## src/rtl/sad_pkg.sv

```systemverilog
`default_nettype none
// ============================================================================
//  Module   : sad_pkg
//  Brief    : Shared types and helpers for the SAD pipeline: FSM state
//             encoding and the default result-width function.
//  Revision : 1.0  initial release
// ============================================================================
package sad_pkg;

  // Sequencer states of sad_pipe
  typedef enum logic [1:0] {
    S_IDLE  = 2'd0,
    S_RUN   = 2'd1,
    S_DRAIN = 2'd2,
    S_DONE  = 2'd3
  } sad_state_t;

  // Smallest result width that can never overflow: one pixel-difference
  // width plus one bit per doubling of the pixel count.
  function automatic int sad_w_default(input int pix_w, input int n_pix);
    return pix_w + $clog2(n_pix);
  endfunction

endpackage
`default_nettype wire

```

## src/rtl/sad_lane_tree.sv

```systemverilog
`default_nettype none
// ============================================================================
//  Module   : sad_lane_tree
//  Brief    : Stage 1 of the SAD pipeline. Registers the unsigned absolute
//             difference of every lane, then sums the registered lanes
//             combinationally for the accumulator stage.
//  Revision : 1.0  initial release
// ============================================================================
module sad_lane_tree #(
  parameter int PIX_W = 8,
  parameter int LANES = 4,
  parameter int SUM_W = PIX_W + $clog2(LANES)
) (
  input  logic                     clk,
  input  logic                     rst,
  input  logic                     en,
  input  logic [LANES*PIX_W-1:0]   a_data,
  input  logic [LANES*PIX_W-1:0]   b_data,
  output logic                     vld,
  output logic [SUM_W-1:0]         sum
);

  logic [PIX_W-1:0] w_abs  [LANES];
  logic [PIX_W-1:0] diff_d [LANES];
  logic [PIX_W-1:0] diff_q [LANES];
  logic             vld_d;
  logic             vld_q;
  logic [SUM_W-1:0] w_sum;

  for (genvar i = 0; i < LANES; i++) begin : g_lane
    logic [PIX_W-1:0] w_a;
    logic [PIX_W-1:0] w_b;
    assign w_a      = a_data[i*PIX_W +: PIX_W];
    assign w_b      = b_data[i*PIX_W +: PIX_W];
    // Subtract the smaller from the larger so the result never needs a sign bit
    assign w_abs[i] = (w_a >= w_b) ? (w_a - w_b) : (w_b - w_a);
  end

  // Next-state for the lane registers: capture only when memory data is valid
  always_comb begin
    vld_d = en;
    for (int i = 0; i < LANES; i++) begin
      diff_d[i] = en ? w_abs[i] : diff_q[i];
    end
  end

  // Stage-1 lane registers
  always_ff @(posedge clk or posedge rst) begin
    if (rst) begin
      vld_q <= 1'b0;
      for (int i = 0; i < LANES; i++) begin
        diff_q[i] <= '0;
      end
    end else begin
      vld_q <= vld_d;
      for (int i = 0; i < LANES; i++) begin
        diff_q[i] <= diff_d[i];
      end
    end
  end

  // Adder tree over the registered lane differences
  always_comb begin
    w_sum = '0;
    for (int i = 0; i < LANES; i++) begin
      w_sum = w_sum + SUM_W'(diff_q[i]);
    end
  end

  assign vld = vld_q;
  assign sum = w_sum;

endmodule
`default_nettype wire

```

## src/rtl/sad_pipe.sv

```systemverilog
`default_nettype none
// ============================================================================
//  Module   : sad_pipe
//  Brief    : Sum of absolute differences between two pixel blocks read
//             word by word from two 1-cycle-latency memories sharing one
//             address. Result is published with a one-cycle done pulse.
//             Config macro SAD_PIPE_SAT_EN: accumulator saturates at
//             2^SAD_W-1 instead of wrapping.
//  Revision : 1.0  initial release
// ============================================================================
module sad_pipe
  import sad_pkg::*;
#(
  parameter int PIX_W = 8,
  parameter int LANES = 4,
  parameter int N_PIX = 256,
  parameter int SAD_W = sad_w_default(PIX_W, N_PIX)
) (
  input  logic                                   clk,
  input  logic                                   rst,
  input  logic                                   go,
  input  logic [LANES*PIX_W-1:0]                 A_data,
  input  logic [LANES*PIX_W-1:0]                 B_data,
  output logic [$clog2(N_PIX/LANES)-1:0]         AB_addr,
  output logic                                   AB_rd,
  output logic                                   busy,
  output logic                                   done,
  output logic [SAD_W-1:0]                       sad
);

  localparam int W      = N_PIX / LANES;
  localparam int ADDR_W = $clog2(W);
  localparam int SUM_W  = PIX_W + $clog2(LANES);
  localparam int EXT_W  = ((SAD_W > SUM_W) ? SAD_W : SUM_W) + 1;
  localparam logic [ADDR_W-1:0] C_LAST    = ADDR_W'(W - 1);
  localparam logic [SAD_W-1:0]  C_SAD_MAX = '1;

  sad_state_t        state_q,  state_d;
  logic [ADDR_W-1:0] addr_q,   addr_d;
  logic              rd_q,     rd_d;
  logic              rd_dly_q, rd_dly_d;
  logic              busy_q,   busy_d;
  logic              done_q,   done_d;
  logic              drain_q,  drain_d;
  logic [SAD_W-1:0]  acc_q,    acc_d;
  logic [SAD_W-1:0]  sad_q,    sad_d;

  logic              w_vld;
  logic [SUM_W-1:0]  w_sum;
  logic [EXT_W-1:0]  w_ext;
  logic [SAD_W-1:0]  w_acc_upd;
  logic [SAD_W-1:0]  w_acc_nx;

  // Data for an address arrives the cycle after issue, so the lane stage is
  // enabled by the read strobe delayed one cycle.
  sad_lane_tree #(
    .PIX_W (PIX_W),
    .LANES (LANES),
    .SUM_W (SUM_W)
  ) u_tree (
    .clk    (clk),
    .rst    (rst),
    .en     (rd_dly_q),
    .a_data (A_data),
    .b_data (B_data),
    .vld    (w_vld),
    .sum    (w_sum)
  );

  // Accumulator update in a widened domain, then wrap or clamp to SAD_W
  always_comb begin
    w_ext = EXT_W'(acc_q) + EXT_W'(w_sum);
`ifdef SAD_PIPE_SAT_EN
    w_acc_upd = (w_ext > EXT_W'(C_SAD_MAX)) ? C_SAD_MAX : w_ext[SAD_W-1:0];
`else
    w_acc_upd = w_ext[SAD_W-1:0];
`endif
    w_acc_nx = w_vld ? w_acc_upd : acc_q;
  end

  // Sequencer next-state and registered-output decode
  always_comb begin
    state_d  = state_q;
    addr_d   = '0;
    rd_d     = 1'b0;
    rd_dly_d = rd_q;
    done_d   = 1'b0;
    drain_d  = drain_q;
    acc_d    = w_acc_nx;
    sad_d    = sad_q;
    case (state_q)
      S_IDLE: begin
        if (go) begin
          state_d = S_RUN;
          rd_d    = 1'b1;
          acc_d   = '0;
        end
      end
      S_RUN: begin
        if (addr_q == C_LAST) begin
          state_d = S_DRAIN;
          drain_d = 1'b0;
        end else begin
          rd_d   = 1'b1;
          addr_d = addr_q + ADDR_W'(1);
        end
      end
      S_DRAIN: begin
        // Second drain cycle retires the last word; publish the final total
        if (drain_q) begin
          state_d = S_DONE;
          done_d  = 1'b1;
          sad_d   = w_acc_nx;
        end else begin
          drain_d = 1'b1;
        end
      end
      S_DONE: begin
        state_d = S_IDLE;
      end
      default: begin
        state_d = S_IDLE;
      end
    endcase
    busy_d = (state_d != S_IDLE);
  end

  // State, address, strobe, accumulator and result registers
  always_ff @(posedge clk or posedge rst) begin
    if (rst) begin
      state_q  <= S_IDLE;
      addr_q   <= '0;
      rd_q     <= 1'b0;
      rd_dly_q <= 1'b0;
      busy_q   <= 1'b0;
      done_q   <= 1'b0;
      drain_q  <= 1'b0;
      acc_q    <= '0;
      sad_q    <= '0;
    end else begin
      state_q  <= state_d;
      addr_q   <= addr_d;
      rd_q     <= rd_d;
      rd_dly_q <= rd_dly_d;
      busy_q   <= busy_d;
      done_q   <= done_d;
      drain_q  <= drain_d;
      acc_q    <= acc_d;
      sad_q    <= sad_d;
    end
  end

  assign AB_addr = addr_q;
  assign AB_rd   = rd_q;
  assign busy    = busy_q;
  assign done    = done_q;
  assign sad     = sad_q;

endmodule
`default_nettype wire

```

## config.mk

```make
export PLATFORM = sky130hd
export DESIGN_NAME = sad_pipe
export DESIGN_NICKNAME = d
export VERILOG_FILES = /design/src/rtl/sad_pkg.sv /design/src/rtl/sad_lane_tree.sv /design/src/rtl/sad_pipe.sv
export SDC_FILE = /design/constraint.sdc
export NUM_CORES = 1
export LEC_CHECK = 0
export CAP_MARGIN = 10
export CORE_UTILIZATION = 45
export CTS_CLUSTER_DIAMETER = 120
export DETAILED_ROUTE_END_ITERATION = 16
export DONT_BUFFER_PORTS = 1
export GPL_TIMING_DRIVEN = 0
export SLEW_MARGIN = 10
export SYNTH_ARGS = -nofsm -noshare
export SYNTH_HDL_FRONTEND = slang
export SYNTH_SLANG_ARGS = --single-unit
```

## constraint.sdc

```tcl
create_clock -name clk -period 3.9 [get_ports clk]
set_input_delay 0.195 -clock clk [delete_from_list [all_inputs] [get_ports clk]]
set_output_delay 0.195 -clock clk [all_outputs]
set_load 0.1 [all_outputs]
```

==> results of run 1 <==
## sequential cells by signal (all words and copies together), names as in the netlist
register / flops
AB_addr: 6
AB_rd: 1
acc_q: 16
busy: 1
done: 1
drain_q: 1
rd_dly_q: 1
sad: 16
state_q: 2
u_tree.diff_q: 32
u_tree.vld: 1
## routing by layer
metal,vias to the layer above,share of wire (%),track usage (%)
met5,-,0,0
met3,13,3.3,3.526
met2,114,50,35.10
li1,2797,-,-
met4,0,1.1,4.252
met1,2615,46,24.17
## logic make-up (layout without fill, tap and decap cells)
family,Yosys count,in the layout,share of synthesized area [%]
AOI/OAI and AO/OA,222,222,20.13
and+or+nand+nor,188,188,12.99
buffers and inverters,137,172,7.609
adders and majority gates,108,108,21.58
DFF,78,78,28.19
xor gates and xnor gates,45,45,5.693
muxes,26,26,3.795
## cell type report
type / instances / share of cell area (%)
Timing Repair Buffer: 19 / 2.238
Inverter: 116 / 5.556
Clock inverter: 7 / 1.080
Sequential cell: 78 / 24.77
Multi-Input combinational cell: 589 / 59.42
Clock buffer: 9 / 2.858
Tap cell: 184 / 2.921
Buffer: 21 / 1.159
## how the worst min path moves through the flow
stage                            end  cells after the start  slack [ns]  start
after floorplan                 busy                      2        0.35     go
after detailed placement  AB_addr[0]                      1        0.06    rst
after global placement          busy                      2        0.36     go
after global routing            busy                      2        0.05     go
after CTS                       busy                      2       0.007     go
final                           busy                      2        0.01     go
## stage by stage
| stage | setup TNS, ns | area (sq um) | util [%] | hold WS, ns |
|---|---|---|---|---|
| 3_5_place_dp | -8.437 | 7227 | 48.98 | 0.05787 |
| 3_3_place_gp | -6.899 | 7197 | 48.78 | 0.3614 |
| 6_report | -7.246 | 7881 | 53.42 | 0.01425 |
| 5_1_grt | -12.62 | 7881 | 53.42 | 0.04672 |
| 2_1_floorplan | -0.9615 | 6967 | - | 0.3526 |
| 4_1_cts | -6.118 | 7671 | 51.99 | 0.007104 |
## Yosys cell counts (17+ instances only)
library cell  instances
nor2b_1              17
xnor2_1              31
ha_1                 89
o21a_1               22
a21oi_1              54
fa_1                 19
inv_1               116
nor2_1               50
mux2i_1              24
dfrtp_1              78
o21ai_0              80
nand2_1              50
## repair_timing
action                                  4_1_cts  5_1_grt
pin swaps                                    21       39
setup buffers                                11        7
hold buffers                                  1        0
endpoints found under the setup margin       20       23
gates resized for setup                      13       40
endpoints found under the hold margin        25        0
## worst register-to-register path, stage by stage, from the launching register on
cell,delay [ns]
dfrtp_1,0.36
ha_2,0.20
inv_2,0.04
fa_2,0.38
nor2b_1,0.13
o21ai_1,0.08
nand2b_1,0.11
a21o_1,0.12
a21o_1,0.16
xnor2_2,0.08
fa_1,0.53
inv_2,0.05
ha_4,0.21
or2_4,0.23
a21oi_2,0.13
a21oi_2,0.04
xor2_1,0.15
ha_1,0.35
a21oi_2,0.17
inv_1,0.07
a21oi_2,0.10
o21a_1,0.19
buf_4,0.13
nor2_2,0.04
xnor2_2,0.15
o21ai_1,0.07
==> results.toml, run 1 <==
[hold_path]
min_path_type = "input port to flip-flop"

[critical_path]
cp_top_family = "adder cells"
endpoint_kind = "flip-flop"
critPathKind = "flip-flop to flip-flop"
cp-endpoint = "sad[13]"
rr_startpoint = "u_tree.diff_q[24]"
worstPathMaxFanout = 4
r2r.worst_path.cells = 25
timing.critical_path.depth = 25
required_ns = 4.12
cpMaxStageDelayCell = "fa_1"
cp.buffers_inverters = 4
cpPeakStageDelay_ns = 0.53
critPathMostFrequentCell = "a21oi_2"
critical_path.startpoint = "u_tree.diff_q[24]"
ff2ff_setup_slack_ns = -0.49
critPathLaunchType = "flip-flop"
r2r-end = "sad[13]"
worstPathArrival_ns = 4.61

[final_layout]
fin_nets = 1009
syn_to_final_growth_pct = 13.84
drive_above_1_share_pct = 11.44
seqCellArea_sq_mm = 0.001952
diodes = 0
final_cells = 1023
final_cell_mix = "111 x inv_1, 82 x ha_1, 78 x dfrtp_1"
n_fill_cell = 1408
layout_commonest_cell = "inv_1"
multi_input_area_sq_mm = 0.004683

[floorplan]
start_util_pct = 46.92
core_area_sq_mm = 0.01475
ios = 92
die_area_sq_mm = 0.01588
die_h_microns = 126.0
fp.dieW_microns = 126.0
row_count = 44

[placement]
post-place-cells = 989
port_buffers = 0
preCtsSetupSlack_ns = -0.5764
globalplace.congestion = 0.8756
hpwl_microns = 11790

[timing]
finalSetupViolCount = 19
finClkSkew_ns = 0.007346
rsz0062_at_grt = "true"
worst_slack_ns = -0.4928
post-route-period-util_pct = 112.6
relSlewSlack_pct = 33.35
tightest_slew_ns = 0.9998
min_period_ns = 4.393
drv_slew = 0
hold_viol = 0
timing.fmax_mhz = 227.6

[drt]
vias = 5539
drc = 0
wire_per_inst_microns = 14.74
drt_first_pass_iters = 9
drt_iter0_drc = 307
vias_per_cell = 5.414
ant_nets = 0
drt_wl_total_microns = 15080

[yosys]
synth_flop_cell = "dfrtp_1"
yosys.area.top_type_share_pct = 28.19
ys_async_sr_fraction_pct = 100.0
synthDistinctLibCells = 52
synth.top_cells.by_area = "dfrtp_1 28%, ha_1 16%, inv_1 6.3%"
synthCells = 804
ys_warn_count = 0
synth_area_sq_mm = 0.006923
syn_nets = 979
synth_seq_cells = 78
ys_seq_area_share_pct = 28.19
synth.largest_area_cell = "dfrtp_1"
synth-edff-count = 0
syn_area_per_cell_sq_um = 8.611

[clock_tree]
clk_pin_slew_ns = 0.07
cts_buffers = 9
h-tree-depth = 3
clk_latency_ns = 0.34
cts.path.max_buffers = 2
root_buffer = "clkbuf_16"
cts_tree = "done"
clock_sinks = 78

[grt]
overflow = 0
grt_pass1_wl_microns = 25340
antenna_found_initial = 0
grt_pass1_vias = 5514
track_usage_pct = 19.49
grt_max_degree = 54

[status]
violations = "setup timing"
status = "finished, violations left"

[flow_run]
cap_violations = 0
Power of run 1 is left out: the tool's default activity adds up to more than one toggle a clock period on the data nets, which glitch-free logic cannot reach.
==> run 2: changes to the inputs <==
- SETUP_SLACK_MARGIN: default -> 0.15
==> results.toml, run 2 (synthesized netlist as in run 1, its figures left out) <==
[clock_tree]
clk_latency_ns = 0.34
cts_tree = "done"
h-tree-depth = 3
cts_buffers = 9
cts.path.max_buffers = 2
clock_sinks = 78
clk_pin_slew_ns = 0.06
root_buffer = "clkbuf_16"

[drt]
drt_first_pass_iters = 11
wire_per_inst_microns = 15.07
drt_iter0_drc = 304
met3RoutedLength_microns = 521
drc = 1
ant_nets = 0
met2WireLength_microns = 7757
drt_wl_total_microns = 15410
wl_met1_microns = 6881
vias = 5578
highest_layer = "met4"
vias_per_cell = 5.458

[final_layout]
largest_reg_flops = 32
drive_above_1_share_pct = 11.46
final_cells = 1022
fin_nets = 1008
final_cell_mix = "111 x inv_1, 83 x ha_1, 78 x dfrtp_1"
syn_to_final_growth_pct = 13.56
final_area_sq_mm = 0.007861
top_register = "u_tree.diff_q"
layout_commonest_cell = "inv_1"
diodes = 0

[timing]
holdWs_ns = 0.01784
relSlewSlack_pct = 33.64
rsz0062_at_grt = "true"
timing.fmax_mhz = 229.4
tightest_slew_ns = 0.9955
drv_slew = 0
worst_slack_ns = -0.4596
post-route-period-util_pct = 111.8
finalSetupViolCount = 18
hold_viol = 0
finClkSkew_ns = 0.01021
min_period_ns = 4.360

[placement]
hpwl_microns = 11940
place_area_sq_mm = 0.007227
globalplace.congestion = 0.8748
post-place-cells = 989
port_buffers = 0

[floorplan]
core_area_sq_mm = 0.01475
start_util_pct = 46.92
row_count = 44
fp.dieW_microns = 126.0
die_h_microns = 126.0
die_area_sq_mm = 0.01588
ios = 92

[status]
status = "finished, violations left"
violations = "DRC, setup timing"

[critical_path]
path_cells = "ha_2 > inv_2 > fa_2 > nor2b_1 > o21ai_1 > nand2b_1 > a21o_1 > a21o_1 > xnor2_2 > fa_1 > inv_2 > ha_4 > or2_4 > a21oi_2 > a21oi_2 > xor2_1 > ha_1 > buf_4 > or3_1 > a31oi_2 > o21ai_0"
cpPeakStageDelay_ns = 0.50
endpoint_kind = "flip-flop"
cpMaxStageDelayCell = "fa_1"
required_ns = 4.10
worstPathArrival_ns = 4.56
cp_top_family = "adder cells"
cp.buffers_inverters = 3
critPathKind = "flip-flop to flip-flop"
critPathLaunchType = "flip-flop"
worstPathMaxFanout = 4

[grt]
overflow = 0
grt_pass1_wl_microns = 26090
grt_pass1_vias = 5634
track_usage_pct = 19.94
antenna_found_initial = 0
grt_max_degree = 52

[flow_run]
cap_violations = 0

[hold_path]
min_path_type = "input port to flip-flop"
==> run 2: layer usage <==
metal | GRT usage (%) | vias to the layer above
met3 | 2.761 | 21
met4 | 4.819 | 0
met5 | 0 | -
li1 | - | 2798
met2 | 36.04 | 128
met1 | 24.99 | 2631
==> run 2: path summary, 6_finish.rpt <==
check                      cells after the start                 to         startpoint  slack, ns
min reg2reg                                    0         u_tree.vld           rd_dly_q       0.46
max reg2reg                                   21             sad[8]  u_tree.diff_q[24]      -0.46
max                                           21             sad[8]  u_tree.diff_q[24]      -0.46
min                                            2               busy                 go       0.02
max in group asynchronous                      3  u_tree.diff_q[10]                rst       3.01
min in group asynchronous                      2         AB_addr[0]                rst       0.31
==> run 2: cell type report <==
cell class                 instances  area [sq um]
sequential                        78          1952
fill                            1383          6893
inverter                         116         437.9
clock inverter                     6         67.56
buffer                            21         91.34
timing repair buffer              18         165.2
clock buffer                      10         229.0
tap                              184         230.2
multi-input combinational        589          4688
==> run 2: repair_timing <==
item                                    CTS  global route
resized for setup                        19            29
hold buffers                              1             0
setup buffers                            11             5
endpoints found under the setup margin   21            24
pin swaps                                34            20
hold endpoints to repair                 27             0
==> run 2: per-stage QoR <==
stage	setup WS (ns)	utilization (%)	TNS [ns]
floorplan	-0.1188	-	-0.9613
global placement	-0.4342	48.78	-6.881
detailed placement	-0.5770	48.98	-8.355
CTS	-0.3957	52.11	-5.765
global route	-0.7000	53.28	-11.45
finish	-0.4596	53.28	-7.108
Power of run 2 is left out for the same reason.
